--- config.mk ---
export PLATFORM = sky130hd
export DESIGN_NAME = jtag_tap_param
export DESIGN_NICKNAME = d
export VERILOG_FILES = /design/src/rtl/jtag_tap_param.sv
export SDC_FILE = /design/constraint.sdc
export NUM_CORES = 1
export LEC_CHECK = 0
export CORE_MARGIN = 5
export CORE_UTILIZATION = 47
export DETAILED_ROUTE_END_ITERATION = 8
export HOLD_SLACK_MARGIN = 0.12
export PLACE_DENSITY = 0.77
export SYNTH_ARGS = -nofsm -noshare
export SYNTH_HDL_FRONTEND = slang
export SYNTH_SLANG_ARGS = --single-unit
--- constraint.sdc ---
create_clock -name i_tck -period 1.5 [get_ports i_tck]
set_input_delay 0.15 -clock i_tck [delete_from_list [all_inputs] [get_ports i_tck]]
set_output_delay 0.15 -clock i_tck [all_outputs]
set_load 0.05 [all_outputs]
--- src/rtl/jtag_tap_param.sv ---
// jtag_tap_param: parametrised IEEE 1149.1-style TAP controller.
// Holds the 16-state controller, an IR_WIDTH instruction register, the BYPASS
// register and instruction decode, and steers NUM_DR external scan chains via
// one-hot selects plus shared capture/shift/update strobes.
// Optional feature macro: TAP_IDCODE_EN adds a 32-bit IDCODE register and makes
// IDCODE_OP the reset instruction; without it the reset instruction is BYPASS.
// Handshake note: there is no valid/ready traffic here; every input is sampled
// on each rising i_tck edge and i_trst (synchronous, active high) wins over all.
// IR_WIDTH must be in the range 2..32 (the decode zero-extends to 32 bits).
module jtag_tap_param #(
   parameter int              IR_WIDTH   = 4,
   parameter int              NUM_DR     = 3,
   parameter logic [IR_WIDTH-1:0] IDCODE_OP = IR_WIDTH'(4'b1110),
   parameter logic [31:0]     IDCODE_VAL = 32'h1000_0CAF
) (
   input  logic                i_tck,
   input  logic                i_trst,
   input  logic                i_tms,
   input  logic                i_tdi,
   output logic                o_tdo,
   output logic                o_tdo_en,
   input  logic [NUM_DR-1:0]   i_dr_tdo,
   output logic [NUM_DR-1:0]   o_dr_sel,
   output logic                o_capture_dr,
   output logic                o_shift_dr,
   output logic                o_update_dr,
   output logic [IR_WIDTH-1:0] o_ir_out,
   output logic [3:0]          o_tap_state
);

   typedef enum logic [3:0] {
      S_TLR, S_RTI, S_SEL_DR, S_CAP_DR, S_SH_DR, S_EX1_DR, S_PAU_DR, S_EX2_DR,
      S_UPD_DR, S_SEL_IR, S_CAP_IR, S_SH_IR, S_EX1_IR, S_PAU_IR, S_EX2_IR, S_UPD_IR
   } tap_state_t;

`ifdef TAP_IDCODE_EN
   localparam logic [IR_WIDTH-1:0] IR_RST = IDCODE_OP;
`else
   localparam logic [IR_WIDTH-1:0] IR_RST = '1;
`endif

   // Configuration sanity: IR needs room for the 2-bit capture pattern, an
   // IDCODE must have bit0 set, and an all-ones IDCODE_OP would be shadowed by BYPASS.
   generate
      if (IR_WIDTH < 2 || IR_WIDTH > 32 || IDCODE_VAL[0] != 1'b1 || IDCODE_OP == '1) begin : g_bad_cfg
         $error("jtag_tap_param: illegal parameter combination");
      end
   endgenerate

   tap_state_t          r_state;
   tap_state_t          w_next;
   logic                r_capture_dr;
   logic                r_shift_dr;
   logic                r_update_dr;
   logic                r_tdo_en;
   logic [IR_WIDTH-1:0] r_ir_sh;
   logic [IR_WIDTH-1:0] r_ir_out;
   logic                r_bypass;
   logic [31:0]         w_ir_ext;
   logic                w_is_ones;
   logic                w_is_idcode;
   logic                w_chain_ok;
   logic [NUM_DR-1:0]   w_dr_sel;
   logic                w_tdo;

   // Standard 1149.1 TMS transition table
   always_comb begin
      w_next = r_state;
      case (r_state)
         S_TLR:    w_next = i_tms ? S_TLR    : S_RTI;
         S_RTI:    w_next = i_tms ? S_SEL_DR : S_RTI;
         S_SEL_DR: w_next = i_tms ? S_SEL_IR : S_CAP_DR;
         S_CAP_DR: w_next = i_tms ? S_EX1_DR : S_SH_DR;
         S_SH_DR:  w_next = i_tms ? S_EX1_DR : S_SH_DR;
         S_EX1_DR: w_next = i_tms ? S_UPD_DR : S_PAU_DR;
         S_PAU_DR: w_next = i_tms ? S_EX2_DR : S_PAU_DR;
         S_EX2_DR: w_next = i_tms ? S_UPD_DR : S_SH_DR;
         S_UPD_DR: w_next = i_tms ? S_SEL_DR : S_RTI;
         S_SEL_IR: w_next = i_tms ? S_TLR    : S_CAP_IR;
         S_CAP_IR: w_next = i_tms ? S_EX1_IR : S_SH_IR;
         S_SH_IR:  w_next = i_tms ? S_EX1_IR : S_SH_IR;
         S_EX1_IR: w_next = i_tms ? S_UPD_IR : S_PAU_IR;
         S_PAU_IR: w_next = i_tms ? S_EX2_IR : S_PAU_IR;
         S_EX2_IR: w_next = i_tms ? S_UPD_IR : S_SH_IR;
         S_UPD_IR: w_next = i_tms ? S_SEL_DR : S_RTI;
         default:  w_next = S_TLR;
      endcase
   end

   // Controller state plus strobes registered from the next state, so each
   // strobe is high exactly while the controller sits in its state
   always_ff @(posedge i_tck) begin
      if (i_trst) begin
         r_state      <= S_TLR;
         r_capture_dr <= 1'b0;
         r_shift_dr   <= 1'b0;
         r_update_dr  <= 1'b0;
         r_tdo_en     <= 1'b0;
      end else begin
         r_state      <= w_next;
         r_capture_dr <= (w_next == S_CAP_DR);
         r_shift_dr   <= (w_next == S_SH_DR);
         r_update_dr  <= (w_next == S_UPD_DR);
         r_tdo_en     <= (w_next == S_SH_DR) || (w_next == S_SH_IR);
      end
   end

   // Instruction shift register and latched instruction
   always_ff @(posedge i_tck) begin
      if (i_trst) begin
         r_ir_sh  <= '0;
         r_ir_out <= IR_RST;
      end else begin
         case (r_state)
            S_TLR:    r_ir_out <= IR_RST;
            S_CAP_IR: r_ir_sh  <= {{(IR_WIDTH-1){1'b0}}, 1'b1};
            S_SH_IR:  r_ir_sh  <= {i_tdi, r_ir_sh[IR_WIDTH-1:1]};
            S_UPD_IR: r_ir_out <= r_ir_sh;
            default:  ;
         endcase
      end
   end

   // One-bit BYPASS register: cleared on capture, loaded from TDI while shifting
   always_ff @(posedge i_tck) begin
      if (i_trst)                  r_bypass <= 1'b0;
      else if (r_state == S_CAP_DR) r_bypass <= 1'b0;
      else if (r_state == S_SH_DR)  r_bypass <= i_tdi;
   end

`ifdef TAP_IDCODE_EN
   logic [31:0] r_idcode;

   // IDCODE register: loads the device ID on capture, shifts right while shifting
   always_ff @(posedge i_tck) begin
      if (i_trst)                  r_idcode <= IDCODE_VAL;
      else if (r_state == S_CAP_DR) r_idcode <= IDCODE_VAL;
      else if (r_state == S_SH_DR)  r_idcode <= {i_tdi, r_idcode[31:1]};
   end
`endif

   // Instruction decode: all-ones BYPASS first, then IDCODE, then chain index
   always_comb begin
      w_ir_ext  = 32'(r_ir_out);
      w_is_ones = &r_ir_out;
`ifdef TAP_IDCODE_EN
      w_is_idcode = !w_is_ones && (r_ir_out == IDCODE_OP);
`else
      w_is_idcode = 1'b0;
`endif
      w_chain_ok = !w_is_ones && !w_is_idcode && (w_ir_ext < 32'(NUM_DR));
      w_dr_sel   = '0;
      for (int k = 0; k < NUM_DR; k++) begin
         w_dr_sel[k] = w_chain_ok && (w_ir_ext == 32'(k));
      end
   end

   // TDO source mux; driven low outside the two shift states
   always_comb begin
      w_tdo = 1'b0;
      if (r_state == S_SH_IR) begin
         w_tdo = r_ir_sh[0];
      end else if (r_state == S_SH_DR) begin
`ifdef TAP_IDCODE_EN
         if (w_is_idcode)     w_tdo = r_idcode[0];
         else if (w_chain_ok) w_tdo = |(w_dr_sel & i_dr_tdo);
         else                 w_tdo = r_bypass;
`else
         if (w_chain_ok) w_tdo = |(w_dr_sel & i_dr_tdo);
         else            w_tdo = r_bypass;
`endif
      end
   end

   assign o_tdo        = w_tdo;
   assign o_tdo_en     = r_tdo_en;
   assign o_dr_sel     = w_dr_sel;
   assign o_capture_dr = r_capture_dr;
   assign o_shift_dr   = r_shift_dr;
   assign o_update_dr  = r_update_dr;
   assign o_ir_out     = r_ir_out;
   assign o_tap_state  = r_state;

endmodule
==> metrics <==
CTS clk-pin slew, worst paths 0.10 ns; initial antenna violation count 0; Core ar. 1783 um^2; grt ovf 0; Crit-path slowest cell dfxtp_2; setup violators final 1; syn nets 116; number of global-route vias before repair 934; Most common cell on crit path o211ai_1; RSZ-0062 raised after global routing yes; mux cell area share after synthesis 2.213%; chip width 53.87 um; placed instance area 1350 um^2; first-pass GRT wire length 4.326 mm; xor/xnor share of the synthesized area 0.9682%; Max-slew headroom 79.24%; Top FF cell, synth dfxtp_1; post-synthesis to final-layout area growth 61.96%; Antenna Cells 0; DRC viols 0; Peak VDD IR 0.6443 mV; DR iter-0 viols 21; flops & latches, synth 17; Hold Vio Cnt, Final 0; Slew Limit Fails 0; post-synthesis compound-gate area fraction 24.07%; Fillers 102; CP Class flip-flop to output port; total die area 2902 um^2; Leak Pwr 0.0005435 uW; Post-layout nets 152; TritonCTS Buffers 3; Simple-Gate Fraction of Synth Area 27.80%; Total Routing Usage GR 20.76%; row count 15; GPL Wtd Cong 0.7962; Power Density 628.2 nW/um^2; Async S/R FF share, synth 0%; Slew @ Worst Pin 0.3108 ns; largest family of logic cells by synthesized area simple AND/OR/NAND/NOR gates; drt total wl 2.702 mm; Avg Cell Area, Syn 8.299 um^2; Post-synth EDFFs 0; Worst Skew 0.006294 ns; Slowest Stage Delay on Critical Path 0.50 ns; clock root buffer clkbuf_4; clk sinks 17; sequential share of the synthesized area 37.62%; port bufs 22; height of the die 53.87 um; TritonCTS clock tree built; MaxCap Viol Count 0; Synth Warn # 0; Synth cell types 38; Total Power 920.4 uW; Skew-Pair Late Insertion Delay 0.30 ns; Cell Chain, Critical Path nor2_1, o211ai_1, o211ai_1, nand2_2, buf_12; Syn Inst Count 109; Mapped Area 904.6 um^2; Min-Delay Path Class primary input to flip-flop; DRT antenna net count 0; failing checks setup timing; H-tree depth 1; CTS max path bufs 2; I/O pins 23; crit-path max FO 7; min cycle time layout 1.503 ns; final instance area 1465 um^2; status finished with violations; share of cells above drive strength 1 39.58%; via/cell ratio 5.740; Starting Density 50.74%; pin count of the biggest net entering global routing 16; adder-cell share of the synthesized area 0%; dpl hpwl 1.904 mm; Arrival @ worst endpoint 1.35 ns; crit share post-route 100.2%; drt first pass iters 4; Vias 970; average wire per standard cell 15.99 um; CP endpoint kind output port; Fmax 665.5 MHz; CP required 1.35 ns; Worst Setup Start Kind flip-flop; setup ws final -0.002567 ns
[critical path: cells and delay by family (launching register included)]
kind,cells,cell delay (ns)
flip-flops,1,0.50
AO/OA/AOI/OAI,2,0.22
AND/OR/NAND/NOR,2,0.21
buffers and inverters,1,0.13
[where the power goes]
part / internal [uW] / switching, uW
combinational: 93.6 / 103
clock: 99.6 / 154
sequential: 452 / 18.1
[sequential cells by signal, indices dropped and copies added (netlist names)]
name / flops
o_shift_dr: 1
r_ir_sh: 4
o_update_dr: 1
o_capture_dr: 1
r_bypass: 1
o_tdo_en: 1
o_tap_state: 4
o_ir_out: 4
[worst paths after layout]
| kind | to | startpoint | slack (ns) | depth (start not counted) |
|---|---|---|---|---|
| setup / recovery | o_tdo | o_ir_out[2] | -0.003 | 5 |
| hold / removal | r_ir_sh[3] | i_tdi | 0.46 | 3 |
| setup reg to reg | o_ir_out[3] | o_tap_state[3] | 0.17 | 5 |
| hold reg to reg | r_ir_sh[1] | r_ir_sh[1] | 0.49 | 2 |
[what timing repair did]
action	4_1_cts	5_1_grt
pin swaps	2	5
setup buffers	6	1
endpoints found under the hold margin	0	0
hold buffers	0	0
endpoints found under the setup margin	2	5
gates resized for setup	7	3
[kinds of logic after synthesis]
| logic type | Yosys count |
|---|---|
| buf+inv | 12 |
| simple gates | 46 |
| compound gates | 31 |
| xor+xnor | 1 |
| flops | 17 |
| mux | 2 |
[metal layers]
layer	vias to the layer above	track usage, %	share of wire (%)
met5	-	0	0
met4	0	10.64	2.2
met3	7	4.986	4.6
met2	36	37.70	54
met1	460	21.89	39
li1	467	-	-
[layout make-up]
class / instances / area, um^2 / area share [%]
clock buffer: 3 / 22.52 / 1.537
clock inverter: 1 / 5.005 / 0.3416
tap: 25 / 31.28 / 2.135
timing repair buffer: 40 / 469.2 / 32.02
sequential: 17 / 365.4 / 24.94
inverter: 3 / 11.26 / 0.7686
multi-input combinational: 80 / 560.5 / 38.26
[synth_stat cells (3+ instances only)]
library cell,count,area [um^2]
dfxtp_1,17,340.3
nand2_1,9,33.78
a21oi_1,7,35.03
nor2_1,7,26.28
nand3_1,6,30.03
buf_2,5,25.02
nand2b_1,5,31.28
nor3_1,5,25.02
o21ai_1,4,20.02
o22ai_1,4,25.02
nor2b_1,3,18.77
o211ai_1,3,22.52
[cells in the final DEF (no fill, tap or decap), types with 2 or more instances in the layout]
master and count:
o21ai_1 4, dfxtp_1 9, nor4b_4 2, o21ai_0 2
a21oi_1 7, clkdlybuf4s50_1 6, dfxtp_4 6, o22ai_1 4
nor2b_1 3, o211ai_1 3, mux2i_1 2, nor3_1 5
nand2_1 8, dfxtp_2 2, buf_12 12, buf_4 21
nor2_1 7, nand3_1 6, nand2b_1 5, a31oi_1 2
clkbuf_4 3, inv_1 2, a211oi_1 2
[metrics by stage]
step                      instances  util [%]  hold WS, ns  setup TNS [ns]  setup WS (ns)
final                           169     82.18       0.4650       -0.002567      -0.002567
after global routing            169     82.18       0.4501         -0.1485        -0.1002
after CTS                       168     80.91       0.4572        -0.03888       -0.03000
after detailed placement        158     75.72       0.4737               0        0.05671
after global placement          158     75.72       0.4682               0         0.1342
after floorplan                 109         -       0.2189               0        0.01155
(Power assumes the default switching activity.)
